==> src/rtl/alu_pkg.sv <==
// Shared types and constants for the register-file ALU: opcodes, widths, instruction field positions.
// Latency: n/a (declarations only).
// Backpressure: n/a.
package alu_pkg;

    localparam int DATA_W   = 16;
    localparam int NUM_REGS = 16;
    localparam int ADDR_W   = 4;
    localparam int OPC_W    = 4;
    localparam int IMM_W    = 8;

    // Instruction field LSB positions. Register ops: opcode | rs1 | rs2 | rd.
    // LDI reuses the rs1 slot as its destination and the low byte as the immediate.
    localparam int OPC_LSB    = 12;
    localparam int RS1_LSB    = 8;
    localparam int RS2_LSB    = 4;
    localparam int RD_LSB     = 0;
    localparam int LDI_RD_LSB = 8;
    localparam int IMM_LSB    = 0;

    typedef enum logic [OPC_W-1:0] {
        OP_ADD = 4'h0,
        OP_SUB = 4'h1,
        OP_AND = 4'h3,
        OP_OR  = 4'h4,
        OP_XOR = 4'h5,
        OP_NOT = 4'h6,
        OP_LDI = 4'hF
    } opcode_e;

endpackage

==> src/rtl/alu_datapath.sv <==
// Combinational ALU: opcode + two operands + imm8 -> result, carry/borrow, zero, write/flag enables.
// Latency: zero cycles (pure combinational).
// Backpressure: none; the caller decides whether the outputs are committed.
// Ports: opcode, a (rs1), b (rs2), imm8 in; result, carry, zero, writes_rd, sets_flags out.
module alu_datapath
    import alu_pkg::*;
(
    input  logic [OPC_W-1:0]  opcode,
    input  logic [DATA_W-1:0] a,
    input  logic [DATA_W-1:0] b,
    input  logic [IMM_W-1:0]  imm8,
    output logic [DATA_W-1:0] result,
    output logic              carry,
    output logic              zero,
    output logic              writes_rd,
    output logic              sets_flags
);

    opcode_e           op;
    logic [DATA_W:0]   sum;
    logic [DATA_W:0]   diff;

    assign op   = opcode_e'(opcode);
    // One extra bit on each side: sum[DATA_W] is the carry-out, and for the
    // subtraction the top bit goes high exactly when a < b (borrow).
    assign sum  = {1'b0, a} + {1'b0, b};
    assign diff = {1'b0, a} - {1'b0, b};

    always_comb begin
        result     = '0;
        carry      = 1'b0;
        writes_rd  = 1'b0;
        sets_flags = 1'b0;
        case (op)
            OP_ADD: begin
                result     = sum[DATA_W-1:0];
                carry      = sum[DATA_W];
                writes_rd  = 1'b1;
                sets_flags = 1'b1;
            end
            OP_SUB: begin
                result     = diff[DATA_W-1:0];
                carry      = diff[DATA_W];
                writes_rd  = 1'b1;
                sets_flags = 1'b1;
            end
            OP_AND: begin
                result     = a & b;
                writes_rd  = 1'b1;
                sets_flags = 1'b1;
            end
            OP_OR: begin
                result     = a | b;
                writes_rd  = 1'b1;
                sets_flags = 1'b1;
            end
            OP_XOR: begin
                result     = a ^ b;
                writes_rd  = 1'b1;
                sets_flags = 1'b1;
            end
            OP_NOT: begin
                result     = ~a;
                writes_rd  = 1'b1;
                sets_flags = 1'b1;
            end
            OP_LDI: begin
                // Writes a register but leaves both flags untouched.
                result     = {{(DATA_W-IMM_W){1'b0}}, imm8};
                writes_rd  = 1'b1;
            end
            default: begin
                // Unassigned opcodes are no-ops.
            end
        endcase
    end

    assign zero = (result == '0);

endmodule

==> src/rtl/alu_regfile_core.sv <==
// Single-cycle register-file ALU: 16 x 16-bit registers, one instruction per cycle, side-band seed port.
// Latency: operands read combinationally, result written at the clk edge where instr_valid=1.
// Backpressure: none; every valid instruction and every side-band write is accepted each cycle.
// Ports: clk, rst (async, active-high), instr_valid/instruction, wr_en/wr_addr/wr_data in;
//        registers[0:15], flag_z, flag_c out.
module alu_regfile_core
    import alu_pkg::*;
(
    input  logic              clk,
    input  logic              rst,
    input  logic              instr_valid,
    input  logic [15:0]       instruction,
    input  logic              wr_en,
    input  logic [ADDR_W-1:0] wr_addr,
    input  logic [DATA_W-1:0] wr_data,
    output logic [DATA_W-1:0] registers [0:NUM_REGS-1],
    output logic              flag_z,
    output logic              flag_c
);

    logic [OPC_W-1:0]  opcode;
    logic [ADDR_W-1:0] rs1;
    logic [ADDR_W-1:0] rs2;
    logic [ADDR_W-1:0] dst;
    logic [IMM_W-1:0]  imm8;
    logic [DATA_W-1:0] result;
    logic              carry;
    logic              zero;
    logic              writes_rd;
    logic              sets_flags;
    logic              exec_we;

    assign opcode = instruction[OPC_LSB +: OPC_W];
    assign rs1    = instruction[RS1_LSB +: ADDR_W];
    assign rs2    = instruction[RS2_LSB +: ADDR_W];
    assign imm8   = instruction[IMM_LSB +: IMM_W];
    // LDI carries its destination in the rs1 slot.
    assign dst    = (opcode == OP_LDI) ? instruction[LDI_RD_LSB +: ADDR_W]
                                       : instruction[RD_LSB +: ADDR_W];

    alu_datapath u_datapath (
        .opcode     (opcode),
        .a          (registers[rs1]),
        .b          (registers[rs2]),
        .imm8       (imm8),
        .result     (result),
        .carry      (carry),
        .zero       (zero),
        .writes_rd  (writes_rd),
        .sets_flags (sets_flags)
    );

    assign exec_we = instr_valid && writes_rd;

    always_ff @(posedge clk or posedge rst) begin
        if (rst) begin
            for (int i = 0; i < NUM_REGS; i++) begin
                registers[i] <= '0;
            end
            flag_z <= 1'b0;
            flag_c <= 1'b0;
        end else begin
            // Side-band write takes priority when both target the same register.
            for (int i = 0; i < NUM_REGS; i++) begin
                if (wr_en && (wr_addr == ADDR_W'(i))) begin
                    registers[i] <= wr_data;
                end else if (exec_we && (dst == ADDR_W'(i))) begin
                    registers[i] <= result;
                end
            end
            if (instr_valid && sets_flags) begin
                flag_z <= zero;
                flag_c <= carry;
            end
        end
    end

endmodule

==> config.mk <==
export PLATFORM = sky130hd
export DESIGN_NAME = alu_regfile_core
export DESIGN_NICKNAME = d
export VERILOG_FILES = /design/src/rtl/alu_pkg.sv /design/src/rtl/alu_datapath.sv /design/src/rtl/alu_regfile_core.sv
export SDC_FILE = /design/constraint.sdc
export NUM_CORES = 1
export LEC_CHECK = 0
export CAP_MARGIN = 20
export CORE_MARGIN = 2
export CORE_UTILIZATION = 25
export CTS_BUF_LIST = sky130_fd_sc_hd__clkbuf_2 sky130_fd_sc_hd__clkbuf_4 sky130_fd_sc_hd__clkbuf_8
export CTS_CLUSTER_SIZE = 40
export DETAILED_ROUTE_END_ITERATION = 10
export PLACE_DENSITY = 0.45
export SYNTH_ARGS = -nofsm -noshare
export SYNTH_HDL_FRONTEND = slang
export SYNTH_SLANG_ARGS = --single-unit
==> constraint.sdc <==
create_clock -name clk -period 9.7 [get_ports clk]
set_input_delay 2.425 -clock clk [delete_from_list [all_inputs] [get_ports clk]]
set_output_delay 2.425 -clock clk [all_outputs]
set_load 0.005 [all_outputs]
==> results of run 1 <==
==> metrics by stage <==
step / cell area [um2] / total power, mW
4_1_cts: 24200 / 6.22
6_report: 24200 / 6.22
3_5_place_dp: 23100 / 4.98
2_1_floorplan: 19200 / 3.37
3_3_place_gp: 23100 / 4.95
5_1_grt: 24200 / 6.57
==> worst max path at each step <==
| stage | cells past startpoint | slack [ps] | to | start |
|---|---|---|---|---|
| after floorplan | 1 | 180 | flag_c$_DFFE_PP0P_ | rst |
| after global placement | 14 | 1840 | flag_z$_DFFE_PP0P_ | instruction[4] |
| after detailed placement | 14 | 1680 | flag_z$_DFFE_PP0P_ | instruction[4] |
| after CTS | 14 | 2390 | flag_z$_DFFE_PP0P_ | instruction[4] |
| after global routing | 14 | 2000 | flag_z$_DFFE_PP0P_ | instruction[4] |
| final | 16 | 2370 | flag_z$_DFFE_PP0P_ | instruction[8] |
==> sequential cells by signal, summed over array words and instances (netlist names) <==
signal	count
flag_c	1
flag_z	1
registers	256
==> cell families (layout without fill, tap and decap cells) <==
group / after synthesis / count (layout) / synth area share
fa+ha+maj: 50 / 50 / 0.0333
other cells: 0 / 1 / 0
compound gates: 520 / 520 / 0.167
flops: 258 / 258 / 0.336
simple gates: 540 / 540 / 0.125
mux: 350 / 350 / 0.278
buf+inv: 253 / 496 / 0.0585
xor+xnor: 4 / 4 / 0.00182
==> power by group <==
part / internal, mW / switching [mW] / leakage, nW
Combinational: 1.50 / 1.53 / 5.49
Clock: 0.669 / 0.533 / 0.563
Sequential: 1.41 / 0.578 / 3.25
==> cells in the mapped netlist (11+ instances only) <==
master | instances | area [um2]
a211oi_1 | 56 | 420
buf_1 | 30 | 113
inv_1 | 57 | 214
mux4_1 | 13 | 342
a21o_1 | 59 | 443
buf_4 | 11 | 82.6
nand2b_1 | 17 | 106
mux4_2 | 128 | 2880
mux2i_1 | 192 | 1920
buf_2 | 24 | 120
o21ai_0 | 250 | 1250
clkbuf_1 | 122 | 458
nor2_1 | 139 | 522
ha_1 | 48 | 601
nand4_1 | 12 | 75.1
mux2_2 | 16 | 180
nand3_1 | 24 | 120
o21ai_1 | 13 | 65.1
nand2_1 | 262 | 983
nor3_1 | 19 | 95.1
dfrtp_1 | 258 | 6460
a21oi_1 | 58 | 290
==> per-layer routing <==
metal,vias up,global-route usage
li1,7664,-
met5,-,0
met4,0,0.0573
met2,824,0.361
met1,9121,0.324
met3,116,0.0483
==> critical path, delay by kind of cell <==
| family | cells | cell delay [ps] |
|---|---|---|
| AO/OA/AOI/OAI | 5 | 1490 |
| XOR/XNOR | 1 | 90 |
| adder cells (fa/ha/maj) | 1 | 450 |
| buffers and inverters | 4 | 1370 |
| multiplexers | 2 | 420 |
| AND/OR/NAND/NOR | 3 | 1580 |
==> area by class of cell <==
class,instances,area [um2],area share
clock buffers,79,987,0.0408
diodes,1,2.50,0.000103
inverters,57,221,0.00916
clock inverters,8,76.3,0.00316
multi-input cells,1464,11800,0.486
repair buffers,352,3390,0.140
well taps,1030,1290,0.0533
flip-flops and latches,258,6460,0.267
==> summary.md, run 1 <==
| Metric | Value |
|---|---|
| DRT met1 WL | `a little over 40,000 um` |
| WP data arrival | `between 7000 and 8000 ps` |
| Async S/R FF share, synth | `1.00` |
| Initial antenna violation count | `5` |
| R2r startpoint | `registers[64]$_DFFE_PP0P_` |
| Largest stage delay, worst path | `710 ps` |
| Worst path cell trace | `buf_4 -> buf_4 -> mux4_2 -> mux2i_1 -> o21ai_0 -> inv_1 -> ha_1 -> inv_1 -> o21ai_0 -> xnor2_1 -> a221oi_1 -> nand3_1 -> or3_1 -> a2111oi_2 -> nand4bb_1 -> o31ai_2` |
| Setup Skew | `39.8 ps` |
| Reg2Reg Setup Slack | `4530 ps` |
| Core Util, Final | `0.318` |
| CTS H-tree depth | `2` |
| Congestion Overflow GR | `0` |
| Fillers | `approximately 8,000` |
| Largest net degree at the start of global routing | `156` |
| Fin. max-slew vios | `0` |
| Critical path startpoint category | `primary input` |
| Most common cell after layout, fill and taps aside | `clkdlybuf4s50_1` |
| Syn Area/Cell | `9.73 um2` |
| Post-CTS Resized | `0` |
| TritonCTS buffer count | `50` |
| Reg2reg path depth | `17` |
| Setup Fix Bufs, Post-CTS | `0` |
| Setup TNS | `0 ps` |
| Cells after Synth | `1,975` |
| Width of the die | `between 200 and 300 um` |
| Hold/Removal Path Class | `reg2reg` |
| Clk slew on worst S/H paths | `~70 ps` |
| Starting density of the core | `0.253` |
| Worst path required time | `around 10,000 ps` |
| Unrepaired setup endpoints after global routing | `no` |
| Final worst path period share | `0.755` |
| Worst Max-Slew Pin Slew | `about 1200 ps` |
| Slowest cell on the critical path | `nand3_1` |
| Synth unique cells | `87` |
| Vias/cell | `between 5 and 6` |
| Max_slew headroom | `0.184` |
| Critical Path End Type | `flip-flop` |
| DP HPWL | `about 67,000 um` |
| Port bufs | `about 300` |
| Commonest cells after routing, fill and taps aside | `290 x clkdlybuf4s50_1, 262 x nand2_1, 258 x dfrtp_1` |
| Setup violations, final | `0` |
| VDD IR max | `0.148 mV` |
| PD cells | `~260 nW/um2` |
| Synth warn | `0` |
| Register bit total from synthesis | `between 200 and 300` |
| Syn Nets | `roughly 2,100` |
| Routability cong. | `roughly 0.93` |
| First-pass GRT wire length | `132,000 um` |
| P_leak | `a little over 9 nW` |
| Post-route setup slack | `between 2000 and 2500 ps` |
| Routed len/inst | `about 29 um` |
| Synth Flop Type | `dfrtp_1` |
| Core area | `roughly 76,000 um2` |
| Max clock buf depth | `3` |
| Placement Rows | `a little over 100` |
| CTS tree | `yes` |
| Highest Signal Layer | `met4` |
| Outcome | `completed` |
| Post-synth EDFFs | `0` |
| Clock Tree Root | `clkbuf_8` |
| Hold-fix buffers at CTS | `0` |
| Final ANT Viol Nets | `0` |
| Hold Crit Depth | `2` |
| Total of max-cap violations | `0` |
| Worst slack at placement | `~1700 ps` |
| Sink of the worst hold path | `flag_c$_DFFE_PP0P_` |
| Final net count | `roughly 2,300` |
| Area growth syn-to-layout | `25.8%` |
| Fin crit period | `~7300 ps` |
| DR pass1 iterations | `5` |
| Number of global-route vias before repair | `17,500` |
| Post-Syn Area | `a little under 20,000 um2` |
| Metal2 WL | `42,300 um` |
| Max Fanout on Critical Path | `34` |
| GRT Total Usage | `0.231` |
| I/O Pins | `around 300` |
| Clock sinks | `roughly 260` |
| Sequential element share of the synthesized area | `0.336` |
| Overall routed net length | `92,700 um` |
| Layout cell share with drive strength beyond 1 | `0.161` |
| WHS | `581 ps` |
| Hold Crit Start | `flag_c$_DFFE_PP0P_` |
| Metal3 WL | `7200 um` |
| Clock Latency Late Sink | `650 ps` |
| Critical path class | `in2reg` |
| Placed cells | `3,159` |
| Die height | `between 200 and 300 um` |
| Drt drc | `0` |
| Layout Cells excl Fill | `~3,200` |
| Reg-to-Reg End | `registers[78]$_DFFE_PP0P_` |
| Total number of vias | `17,700` |
| Die area | `79,100 um2` |
| F_max | `around 140 MHz` |
| Final Hold Vio Count | `0` |
| Detailed router's first-iteration violation count | `1,652` |
Power figures use the tool's default switching activity.
==> inputs of run 2 (changes only) <==
clock period = 6.7 ns   (was 9.7 ns; I/O delays follow)
==> run 2 against run 1 <==
Against the previous run: utilization increased by 0.46 points; die area unchanged; combinational power grew 49%; sequential power rose by 44%; clock skew shrank 20 ps; largest power group unchanged.
==> summary.md, run 2 (synthesis results as in run 1) <==
| Metric | Value |
|---|---|
| Outcome | `completed (unchanged)` |
| Largest net degree at the start of global routing | `153 (was 156)` |
| Worst Max-Slew Pin Slew | `1050 ps (was 1220 ps)` |
| Final worst path period share | `0.888` |
| Starting density of the core | `0.253 (unchanged)` |
| Drt drc | `0 (unchanged)` |
| Detailed router's first-iteration violation count | `1,688 (was 1,652)` |
| Post-route setup slack | `748 ps (was 2370 ps)` |
| WP data arrival | `6510 ps (was 7890 ps)` |
| Setup violations, final | `0 (unchanged)` |
| Area growth syn-to-layout | `27.6% (was 25.8%)` |
| DP HPWL | `68,700 um (was 66,600 um)` |
| Regs by FF count | `registers x256, flag_c x1, flag_z x1 (unchanged)` |
| VDD IR max | `0.148 mV (about the same)` |
| Biggest register | `registers (unchanged)` |
| Worst path required time | `7260 ps (was 10,260 ps)` |
| Critical Path End Type | `flip-flop (unchanged)` |
| Fin crit period | `5950 ps` |
| Unrepaired setup endpoints after global routing | `no (unchanged)` |
| Routed len/inst | `28.3 um (was 28.5 um)` |
| Final ANT Viol Nets | `0 (unchanged)` |
| Final Hold Vio Count | `0 (unchanged)` |
| Total power | `9.08 mW (was 6.22 mW)` |
| Max Fanout on Critical Path | `28 (was 34)` |
| Critical path startpoint category | `primary input (unchanged)` |
| Clock sinks | `258 (unchanged)` |
| GRT Total Usage | `0.234 (was 0.231)` |
| CTS tree | `yes (unchanged)` |
| Die area | `79,100 um2 (unchanged)` |
| Total of max-cap violations | `0 (unchanged)` |
| Die height | `281 um (unchanged)` |
| Max FFs per register | `256 (unchanged)` |
| Vias/cell | `5.37 (was 5.46)` |
| Setup Fix Bufs, Post-CTS | `0 (unchanged)` |
| TritonCTS buffer count | `49 (was 50)` |
| Total number of vias | `17,700 (about the same)` |
| Number of global-route vias before repair | `17,600 (was 17,500)` |
| Overall routed net length | `93,300 um (was 92,700 um)` |
| Clock Tree Root | `clkbuf_8 (unchanged)` |
| Most common cell after layout, fill and taps aside | `clkdlybuf4s50_1 (unchanged)` |
| Core area | `76,100 um2 (unchanged)` |
| Max clock buf depth | `3 (unchanged)` |
| Clk slew on worst S/H paths | `60 ps (was 70 ps)` |
| Max_slew headroom | `0.298 (was 0.184)` |
| Layout cell share with drive strength beyond 1 | `0.175 (was 0.161)` |
| Critical path class | `in2reg (unchanged)` |
| Fin. max-slew vios | `0 (unchanged)` |
| Setup Skew | `20.1 ps (was 39.8 ps)` |
| Setup TNS | `0 ps (unchanged)` |
| Hold/Removal Path Class | `reg2reg (unchanged)` |
| Post-CTS Resized | `0 (unchanged)` |
| Placement Rows | `101 (unchanged)` |
| Port bufs | `297 (unchanged)` |
| P_leak | `9.52 nW (was 9.29 nW)` |
| Commonest cells after routing, fill and taps aside | `290 x clkdlybuf4s50_1, 262 x nand2_1, 258 x dfrtp_1 (unchanged)` |
| PD cells | `370 nW/um2 (was 257 nW/um2)` |
| First-pass GRT wire length | `133,000 um (was 132,000 um)` |
| Worst slack at placement | `98.0 ps (was 1680 ps)` |
| Width of the die | `281 um (unchanged)` |
| I/O Pins | `298 (unchanged)` |
| DR pass1 iterations | `5 (unchanged)` |
| Clock Latency Late Sink | `650 ps (about the same)` |
| Initial antenna violation count | `3 (was 5)` |
| Congestion Overflow GR | `0 (unchanged)` |
| Hold-fix buffers at CTS | `0 (unchanged)` |
| Routability cong. | `0.948 (was 0.932)` |
| F_max | `about 170 MHz` |
| Final net count | `2,316 (was 2,273)` |
| CTS H-tree depth | `2 (unchanged)` |
run 2: changes by cell type in the layout (fill, tap and decap cells not counted), moves of 3 or more:
cell / previous run / this run
nor2_2: 23 / 26
nor2_4: 3 / 0
clkbuf_8: 63 / 60
buf_12: 1 / 9
buf_4: 54 / 93
buf_8: 3 / 0
run 2: final timing paths:
kind / start / slack, ps / endpoint / cells past startpoint
worst max-delay path: instruction[4] / 750 / flag_z$_DFFE_PP0P_ / 15
worst min-delay path: registers[182]$_DFFE_PP0P_ / 640 / registers[182]$_DFFE_PP0P_ / 2
worst max register to register: registers[80]$_DFFE_PP0P_ / 1840 / flag_z$_DFFE_PP0P_ / 17
worst min register to register: registers[182]$_DFFE_PP0P_ / 640 / registers[182]$_DFFE_PP0P_ / 2
max in group asynchronous: rst / 3820 / registers[140]$_DFFE_PP0P_ / 4
min in group asynchronous: rst / 1450 / registers[86]$_DFFE_PP0P_ / 3
run 2: layout make-up:
| class | instances | area [um2] |
|---|---|---|
| clock inverters | 6 | 65.1 |
| inverters | 57 | 218 |
| clock buffers | 77 | 953 |
| fillers | 7885 | 51500 |
| well taps | 1030 | 1290 |
| multi-input cells | 1464 | 11700 |
| repair buffers | 396 | 3800 |
| flip-flops and latches | 258 | 6460 |
| diodes | 2 | 5.00 |
run 2: routing by layer:
metal	GRT usage	wire, um	share of wire	vias up
met5	0	0	0	-
met4	0.0537	1960	0.021	0
met3	0.0464	6490	0.070	108
met2	0.361	42300	0.45	717
met1	0.335	42500	0.46	9056
li1	-	-	-	7771
run 2: worst max-delay path, cell delays in order:
cell	delay, ps
buf_4	450
buf_4	400
mux4_2	540
mux4_2	530
inv_1	110
ha_1	260
inv_1	150
a211oi_1	300
nand4_1	250
a311o_1	410
and2_1	200
a221o_1	380
a2111oi_2	420
nand4bb_1	150
o31ai_2	190
run 2: report_power, final:
part	leakage [nW]	internal, mW	switching [mW]
Sequential	3.25	2.05	0.824
Clock	0.546	0.936	0.751
Combinational	5.73	2.28	2.25
Total	9.52	5.26	3.82
run 2: per-stage QoR:
stage / util / cell area [um2] / hold WS, ps / std cells
final: 0.322 / 24500 / 641 / 3290
after global routing: 0.322 / 24500 / 672 / 3289
after CTS: 0.322 / 24500 / 639 / 3288
after detailed placement: 0.309 / 23500 / 624 / 3205
after global placement: 0.309 / 23500 / 603 / 3205
after floorplan: - / 19200 / 481 / 1975
